--- src/rtl/cpu_state_controller.sv ---
// ----------------------------------------------------------------------------
// cpu_state_controller
//
// Instruction sequencer for the simple RISC CPU. Each instruction is fetched
// as two bytes (F1, F2), decoded (DEC), then executed in one or more execute
// cycles (EX1, EX2). Every memory access waits on mem_ready. HLT parks the
// sequencer in HALT until resume is seen.
//
// Parameters:
//   SKIP_LEN     PC increments issued by a taken SKZ (length in bytes of the
//                skipped instruction); legal range 1..4
//
// Ports:
//   clk          clock
//   rst          asynchronous, active-high reset
//   ena          run enable, sampled when an instruction finishes (and in IDLE)
//   opcode       IR[15:13], captured into op_q when leaving DEC
//   zero         accumulator == 0, consulted only in EX1 of SKZ
//   mem_ready    memory completes the current rd/wr in this cycle
//   resume       leave HALT (ignored in every other state)
//   inc_pc       PC increment strobe
//   load_pc      PC load from IR address field (JMP)
//   load_ir      IR byte capture enable
//   load_acc     accumulator load enable
//   rd           memory read request
//   wr           memory write request
//   datactl_ena  drive the accumulator onto the data bus
//   halt         CPU halted indicator
//   state        current state encoding, for debug
//
// All outputs are decoded combinationally from state, op_q, zero and
// mem_ready; there are no output registers.
// ----------------------------------------------------------------------------
module cpu_state_controller #(
    parameter int SKIP_LEN = 2
) (
    input  logic       clk,
    input  logic       rst,
    input  logic       ena,
    input  logic [2:0] opcode,
    input  logic       zero,
    input  logic       mem_ready,
    input  logic       resume,
    output logic       inc_pc,
    output logic       load_pc,
    output logic       load_ir,
    output logic       load_acc,
    output logic       rd,
    output logic       wr,
    output logic       datactl_ena,
    output logic       halt,
    output logic [2:0] state
);

    typedef enum logic [2:0] {
        IDLE = 3'd0,
        F1   = 3'd1,
        F2   = 3'd2,
        DEC  = 3'd3,
        EX1  = 3'd4,
        EX2  = 3'd5,
        HALT = 3'd6
    } state_t;

    localparam logic [2:0] OP_HLT  = 3'b000;
    localparam logic [2:0] OP_SKZ  = 3'b001;
    localparam logic [2:0] OP_ADD  = 3'b010;
    localparam logic [2:0] OP_ANDD = 3'b011;
    localparam logic [2:0] OP_XORR = 3'b100;
    localparam logic [2:0] OP_LDA  = 3'b101;
    localparam logic [2:0] OP_STO  = 3'b110;
    localparam logic [2:0] OP_JMP  = 3'b111;

    // Value of skip_cnt+1 on the last increment of a taken SKZ.
    localparam logic [2:0] SKIP_LAST = 3'(SKIP_LEN);

    state_t     state_q;
    state_t     state_d;
    state_t     next_instr;
    logic [2:0] op_q;
    logic [2:0] skip_cnt_q;
    logic [2:0] skip_cnt_d;
    logic [2:0] skip_cnt_inc;

    // ------------------------------------------------------------------
    // State registers
    // ------------------------------------------------------------------
    // NOTE: sequential state is written with non-blocking assignments so
    // every register samples the pre-edge values of the others.
    always_ff @(posedge clk or posedge rst) begin
        if (rst) begin
            state_q    <= IDLE;
            skip_cnt_q <= 3'd0;
        end else begin
            state_q    <= state_d;
            skip_cnt_q <= skip_cnt_d;
        end
    end

    // The opcode is held for the whole execute phase, so later changes of
    // the IR (or of the opcode input) cannot disturb EX1/EX2 decoding.
    always_ff @(posedge clk or posedge rst) begin
        if (rst) begin
            op_q <= OP_HLT;
        end else if (state_q == DEC) begin
            op_q <= opcode;
        end
    end

    // ------------------------------------------------------------------
    // Next-state and output decode
    // ------------------------------------------------------------------
    always_comb begin
        // NOTE: every signal driven here gets a default first, so no path
        // through the case statements can leave one unassigned (no latch).
        state_d      = state_q;
        skip_cnt_d   = skip_cnt_q;
        inc_pc       = 1'b0;
        load_pc      = 1'b0;
        load_ir      = 1'b0;
        load_acc     = 1'b0;
        rd           = 1'b0;
        wr           = 1'b0;
        datactl_ena  = 1'b0;
        halt         = 1'b0;
        skip_cnt_inc = skip_cnt_q + 3'd1;

        // Where an instruction goes once it is done: straight into the next
        // fetch while enabled, otherwise park in IDLE.
        next_instr = ena ? F1 : IDLE;

        case (state_q)
            IDLE: begin
                if (ena) state_d = F1;
            end

            // Both fetch cycles hold rd/load_ir steady while memory stalls;
            // the PC only advances on the cycle the byte actually arrives.
            F1: begin
                rd      = 1'b1;
                load_ir = 1'b1;
                inc_pc  = mem_ready;
                if (mem_ready) state_d = F2;
            end

            F2: begin
                rd      = 1'b1;
                load_ir = 1'b1;
                inc_pc  = mem_ready;
                if (mem_ready) state_d = DEC;
            end

            DEC: begin
                skip_cnt_d = 3'd0;
                state_d    = (opcode == OP_HLT) ? HALT : EX1;
            end

            EX1: begin
                case (op_q)
                    OP_ADD, OP_ANDD, OP_XORR, OP_LDA: begin
                        rd       = 1'b1;
                        load_acc = mem_ready;
                        if (mem_ready) state_d = next_instr;
                    end
                    // Bus setup cycle: the accumulator is on the bus one
                    // cycle before wr is raised.
                    OP_STO: begin
                        datactl_ena = 1'b1;
                        state_d     = EX2;
                    end
                    OP_JMP: begin
                        load_pc = 1'b1;
                        state_d = next_instr;
                    end
                    OP_SKZ: begin
                        if (zero) begin
                            inc_pc     = 1'b1;
                            skip_cnt_d = 3'd1;
                            state_d    = (SKIP_LEN == 1) ? next_instr : EX2;
                        end else begin
                            state_d = next_instr;
                        end
                    end
                    default: begin
                        // HLT never reaches EX1; recover quietly.
                        state_d = IDLE;
                    end
                endcase
            end

            EX2: begin
                case (op_q)
                    OP_STO: begin
                        datactl_ena = 1'b1;
                        wr          = 1'b1;
                        if (mem_ready) state_d = next_instr;
                    end
                    // Remaining increments of a taken skip; EX1 issued the
                    // first one, so this ends when the count reaches SKIP_LEN.
                    OP_SKZ: begin
                        inc_pc     = 1'b1;
                        skip_cnt_d = skip_cnt_inc;
                        if (skip_cnt_inc == SKIP_LAST) state_d = next_instr;
                    end
                    default: begin
                        state_d = IDLE;
                    end
                endcase
            end

            HALT: begin
                halt = 1'b1;
                if (resume) state_d = next_instr;
            end

            // Unused encoding 7: all outputs stay 0, fall back to IDLE.
            default: begin
                state_d = IDLE;
            end
        endcase
    end

    assign state = state_q;

endmodule

--- config.mk ---
export PLATFORM = sky130hd
export DESIGN_NAME = cpu_state_controller
export DESIGN_NICKNAME = d
export VERILOG_FILES = /design/src/rtl/cpu_state_controller.sv
export SDC_FILE = /design/constraint.sdc
export NUM_CORES = 1
export LEC_CHECK = 0
export CAP_MARGIN = 20
export CORE_MARGIN = 8
export CORE_UTILIZATION = 50
export CTS_CLUSTER_SIZE = 12
export DETAILED_ROUTE_END_ITERATION = 10
export PLACE_DENSITY = 0.83
export REMOVE_ABC_BUFFERS = 1
export SETUP_SLACK_MARGIN = 0.2
export SLEW_MARGIN = 20
export SYNTH_ARGS = -nofsm -noshare
export SYNTH_HDL_FRONTEND = slang
export SYNTH_SLANG_ARGS = --single-unit
--- constraint.sdc ---
create_clock -name clk -period 3.2 [get_ports clk]
set_input_delay 0.64 -clock clk [delete_from_list [all_inputs] [get_ports clk]]
set_output_delay 0.64 -clock clk [all_outputs]
set_load 0.03 [all_outputs]
==> report_table.html <==
<table>
<tr><th>Metric</th><th>Value</th></tr>
<tr><th colspan="2">Status</th></tr>
<tr><td>Result of the run</td><td>complete, no violations</td></tr>
<tr><th colspan="2">Synthesis</th></tr>
<tr><td>Post-Synth Adder-Cell Area</td><td>0.03436</td></tr>
<tr><td>Average instance area after synthesis</td><td>8.773 µm²</td></tr>
<tr><td>Fraction of registers with async set/reset</td><td>1.000</td></tr>
<tr><td>Gate count of the mapped netlist</td><td>between 80 and 90</td></tr>
<tr><td>#FFs+latches synth</td><td>9</td></tr>
<tr><td>EDFF count, synth</td><td>0</td></tr>
<tr><td>Cell area after synthesis</td><td>around 730 µm²</td></tr>
<tr><td>Predominant post-synthesis flop cell</td><td>dfrtp_1</td></tr>
<tr><td>Xor-xnor portion of the synthesized cell area</td><td>0.02405</td></tr>
<tr><td>Sequential fraction of the synthesis area</td><td>0.3093</td></tr>
<tr><td>Dominant combinational cell family by area after synthesis</td><td>simple AND/OR/NAND/NOR gates</td></tr>
<tr><td>Simple logic cell fraction of the synthesized area</td><td>0.2440</td></tr>
<tr><td>Multiplexer fraction of the synthesized cell area</td><td>0.1048</td></tr>
<tr><td>Distinct cell type count of the synthesized netlist</td><td>between 40 and 50</td></tr>
<tr><td>Yosys warning count</td><td>0</td></tr>
<tr><td>Compound-gate portion of the synthesized area</td><td>0.2234</td></tr>
<tr><th colspan="2">Clock network</th></tr>
<tr><td>CTS tree</td><td>done</td></tr>
<tr><td>Root buffer cell</td><td>clkbuf_4</td></tr>
<tr><td>Number of sinks on the clock net</td><td>9</td></tr>
<tr><td>Worst-case clock buffer depth</td><td>2</td></tr>
<tr><td>Number of CTS-inserted buffers</td><td>3</td></tr>
<tr><td>Post-CTS clock slew at the launch and capture registers of the worst setup and hold paths</td><td>0.06 ns</td></tr>
<tr><td>Clock latency reported for the late side of the worst-skew pair</td><td>0.26 ns</td></tr>
<tr><td>Count of hold buffers inserted by post-cts repair</td><td>0</td></tr>
<tr><td>Depth of the CTS H-tree</td><td>1</td></tr>
<tr><th colspan="2">GRT</th></tr>
<tr><td>Pin count of the biggest net entering global routing</td><td>17</td></tr>
<tr><td>Combined global-route utilization of all metal layers</td><td>0.1465</td></tr>
<tr><td>GRT Residual Overflow</td><td>0</td></tr>
<tr><td>Number of antenna violations at the first check in global routing</td><td>0</td></tr>
<tr><td>Global-route wire length before repair</td><td>3.236 mm</td></tr>
<tr><td>Vias in the first global route</td><td>685</td></tr>
<tr><th colspan="2">Routing</th></tr>
<tr><td>Vias per std cell</td><td>6.094</td></tr>
<tr><td>Total detailed-routing wirelength</td><td>1.818 mm</td></tr>
<tr><td>Total via count in the routed design</td><td>around 700</td></tr>
<tr><td>Post-detailed-route wirelength per cell</td><td>15.54 µm</td></tr>
<tr><td>Post-route ant nets</td><td>0</td></tr>
<tr><td>Detailed Routing Iterations Pass 1</td><td>4</td></tr>
<tr><td>Violation count after the first detailed-routing iteration</td><td>7</td></tr>
<tr><td>Final routed DRC violation total</td><td>0</td></tr>
<tr><th colspan="2">Floorplanning</th></tr>
<tr><td>Area of the die</td><td>2933 µm²</td></tr>
<tr><td>Boundary Pins</td><td>20</td></tr>
<tr><td>Rows</td><td>13</td></tr>
<tr><td>Area of the placeable core</td><td>1334 µm²</td></tr>
<tr><td>Die Span X</td><td>roughly 54 µm</td></tr>
<tr><td>Starting utilization of the core area</td><td>0.5460</td></tr>
<tr><td>Die Ht</td><td>roughly 54 µm</td></tr>
<tr><th colspan="2">Timing</th></tr>
<tr><td>Unrepaired setup endpoints after global routing</td><td>false</td></tr>
<tr><td>Max-Slew Margin vs Limit</td><td>0.6655</td></tr>
<tr><td>Total negative slack for setup checks</td><td>0 ns</td></tr>
<tr><td>Hold Fails Final Rpt</td><td>0</td></tr>
<tr><td>Transition time of the tightest slew-check pin</td><td>between 0.5 and 0.6 ns</td></tr>
<tr><td>Minimum setup slack in the final design</td><td>roughly 0.31 ns</td></tr>
<tr><td>Setup Viol. Count Final</td><td>0</td></tr>
<tr><td>Largest clock skew in the final design</td><td>0.0009218 ns</td></tr>
<tr><td>Final period util</td><td>0.9018</td></tr>
<tr><td>Maximum achievable frequency</td><td>346.5 MHz</td></tr>
<tr><td>Final min period</td><td>2.886 ns</td></tr>
<tr><td>Number of max-slew violations in the final report</td><td>0</td></tr>
<tr><th colspan="2">Placed design</th></tr>
<tr><td>Number of port buffers</td><td>19</td></tr>
<tr><td>Final Wtd Congestion</td><td>0.8295</td></tr>
<tr><td>Placed Area</td><td>919.6 µm²</td></tr>
<tr><td>Pre-CTS setup slack</td><td>0.2487 ns</td></tr>
<tr><td>Detailed placement HPWL</td><td>1.430 mm</td></tr>
<tr><th colspan="2">Finish</th></tr>
<tr><td>Utilization after layout</td><td>0.7139</td></tr>
<tr><td>Antenna diode count</td><td>0</td></tr>
<tr><td>Nets@finish</td><td>114</td></tr>
<tr><td># fillers</td><td>113</td></tr>
<tr><td>Cell area after layout</td><td>952.2 µm²</td></tr>
<tr><td>Layout cell share with drive strength beyond 1</td><td>0.1275</td></tr>
<tr><td>Relative area change from synthesis to final layout</td><td>30.76%</td></tr>
<tr><td>Leading cell type in the layout, fill and taps excluded</td><td>clkdlybuf4s50_1</td></tr>
<tr><td>Top library cells by usage in the layout, fill and taps aside</td><td>clkdlybuf4s50_1 (19), dfrtp_1 (9), nand2_1 (6)</td></tr>
<tr><th colspan="2">Critical path</th></tr>
<tr><td>Kind of start point of the critical path</td><td>input pin</td></tr>
<tr><td>Start-to-end type of the worst setup path</td><td>in -&gt; out</td></tr>
<tr><td>CP Data Required Time</td><td>around 2.6 ns</td></tr>
<tr><td>Data arrival time of the critical path</td><td>2.25 ns</td></tr>
<tr><td>Bufs and invs on worst path</td><td>2</td></tr>
<tr><td>Max stage delay cell, worst path</td><td>clkdlybuf4s50_1</td></tr>
<tr><td>Delay of the slowest cell on the worst path</td><td>0.66 ns</td></tr>
<tr><td>Most frequent CP cell</td><td>clkdlybuf4s50_1</td></tr>
<tr><td>Worst path cell trace</td><td>clkdlybuf4s50_1 -&gt; o2111ai_2 -&gt; a21oi_1 -&gt; a41o_1 -&gt; clkdlybuf4s50_1</td></tr>
<tr><td>Endpoint type of the worst setup path</td><td>output port</td></tr>
<tr><td>Largest fanout on the critical path</td><td>3</td></tr>
<tr><td>Kind of cell with the highest combined delay on the critical path</td><td>buffers and inverters</td></tr>
<tr><th colspan="2">Job</th></tr>
<tr><td>MaxCap Viol Count</td><td>0</td></tr>
<tr><th colspan="2">Power</th></tr>
<tr><td>Power density over the cells</td><td>942.8 nW/µm²</td></tr>
<tr><td>Maximum vdd drop</td><td>0.6397 mV</td></tr>
<tr><td>Lkg Pwr</td><td>0.3893 nW</td></tr>
<tr><th colspan="2">Worst hold path</th></tr>
<tr><td>Class of the most critical hold timing path</td><td>reg -&gt; reg</td></tr>
</table>
[where the power goes]
group | leakage, nW | total, W | switching, W | internal (W)
Combinational | 0.261 | 0.000532 | 0.000290 | 0.000242
Clock | 0.0150 | 0.0000850 | 0.0000371 | 0.0000479
Sequential | 0.113 | 0.000281 | 0.000123 | 0.000157
Total | 0.389 | 0.000898 | 0.000450 | 0.000447
[area by class of cell]
type | count | area [µm²] | share of cell area
multi-input cells | 64 | 465.4 | 0.4888
flip-flops and latches | 9 | 225.2 | 0.2365
repair buffers | 20 | 197.7 | 0.2076
clock buffers | 4 | 26.28 | 0.02760
inverters | 5 | 18.77 | 0.01971
well taps | 15 | 18.77 | 0.01971
[repair_timing]
item / CTS / global route
setup endpoints to repair: 0 / 1
gates resized for setup: 0 / 1
setup buffers: 0 / 0
[per-layer routing]
| layer | vias up | routed length, µm | GRT usage |
|---|---|---|---|
| li1 | 348 | - | - |
| met1 | 336 | 793 | 0.1834 |
| met2 | 27 | 873 | 0.2347 |
| met3 | 2 | 143 | 0.05785 |
| met4 | 0 | 7 | 0.02459 |
| met5 | - | 0 | 0 |
[worst paths after layout]
path	slack, ns	cells after the start	to	startpoint
max reg2reg	1.44	5	state[1]	state[0]
min reg2reg	0.57	1	skip_cnt_q[2]	skip_cnt_q[2]
max	0.31	5	inc_pc	zero
min in group asynchronous	0.64	2	skip_cnt_q[1]	rst
max in group asynchronous	2.32	2	skip_cnt_q[2]	rst
min	0.57	1	skip_cnt_q[2]	skip_cnt_q[2]
[synth_stat cells (2+ instances only)]
cell | instances | area (µm²)
o21ai_1 | 2 | 10.01
a21oi_1 | 5 | 25.02
ha_1 | 2 | 25.02
o21ai_0 | 2 | 10.01
mux2i_1 | 2 | 20.02
nor2b_1 | 2 | 12.51
mux2_1 | 2 | 22.52
mux2_2 | 3 | 33.78
nand2b_1 | 4 | 25.02
dfrtp_1 | 9 | 225.2
nand2_1 | 6 | 22.52
buf_2 | 4 | 20.02
nor2_1 | 5 | 18.77
nand3_1 | 3 | 15.01
nor3_1 | 3 | 15.01
inv_1 | 4 | 15.01
[metrics by stage]
| step | hold slack [ns] | total power, W | std cells |
|---|---|---|---|
| floorplan | 0.4679 | 0.0006197 | 78 |
| global placement | 0.5342 | 0.0007941 | 113 |
| detailed placement | 0.5560 | 0.0008056 | 113 |
| CTS | 0.5686 | 0.0008965 | 117 |
| global route | 0.6118 | 0.0009724 | 117 |
| finish | 0.5670 | 0.0008977 | 117 |
[state kept, by name (all words and copies together), names as in the netlist]
signal / flops
state: 3
skip_cnt_q: 3
op_q: 3
[worst reg2reg max path, stage by stage (launching register included)]
cell,delay [ns]
dfrtp_1,0.65
nand3b_2,0.24
nor4_4,0.25
a221o_1,0.28
nor2_1,0.05
o22a_1,0.18
[kinds of logic (layout without fill, tap and decap cells)]
kind of cell,after synthesis,after routing
muxes,7,7
xor gates and xnor gates,2,2
and+or+nand+nor,30,30
DFF,9,9
adders and majority gates,2,2
AOI/OAI and AO/OA,23,23
buffers and inverters,10,29
(Power assumes the default switching activity.)
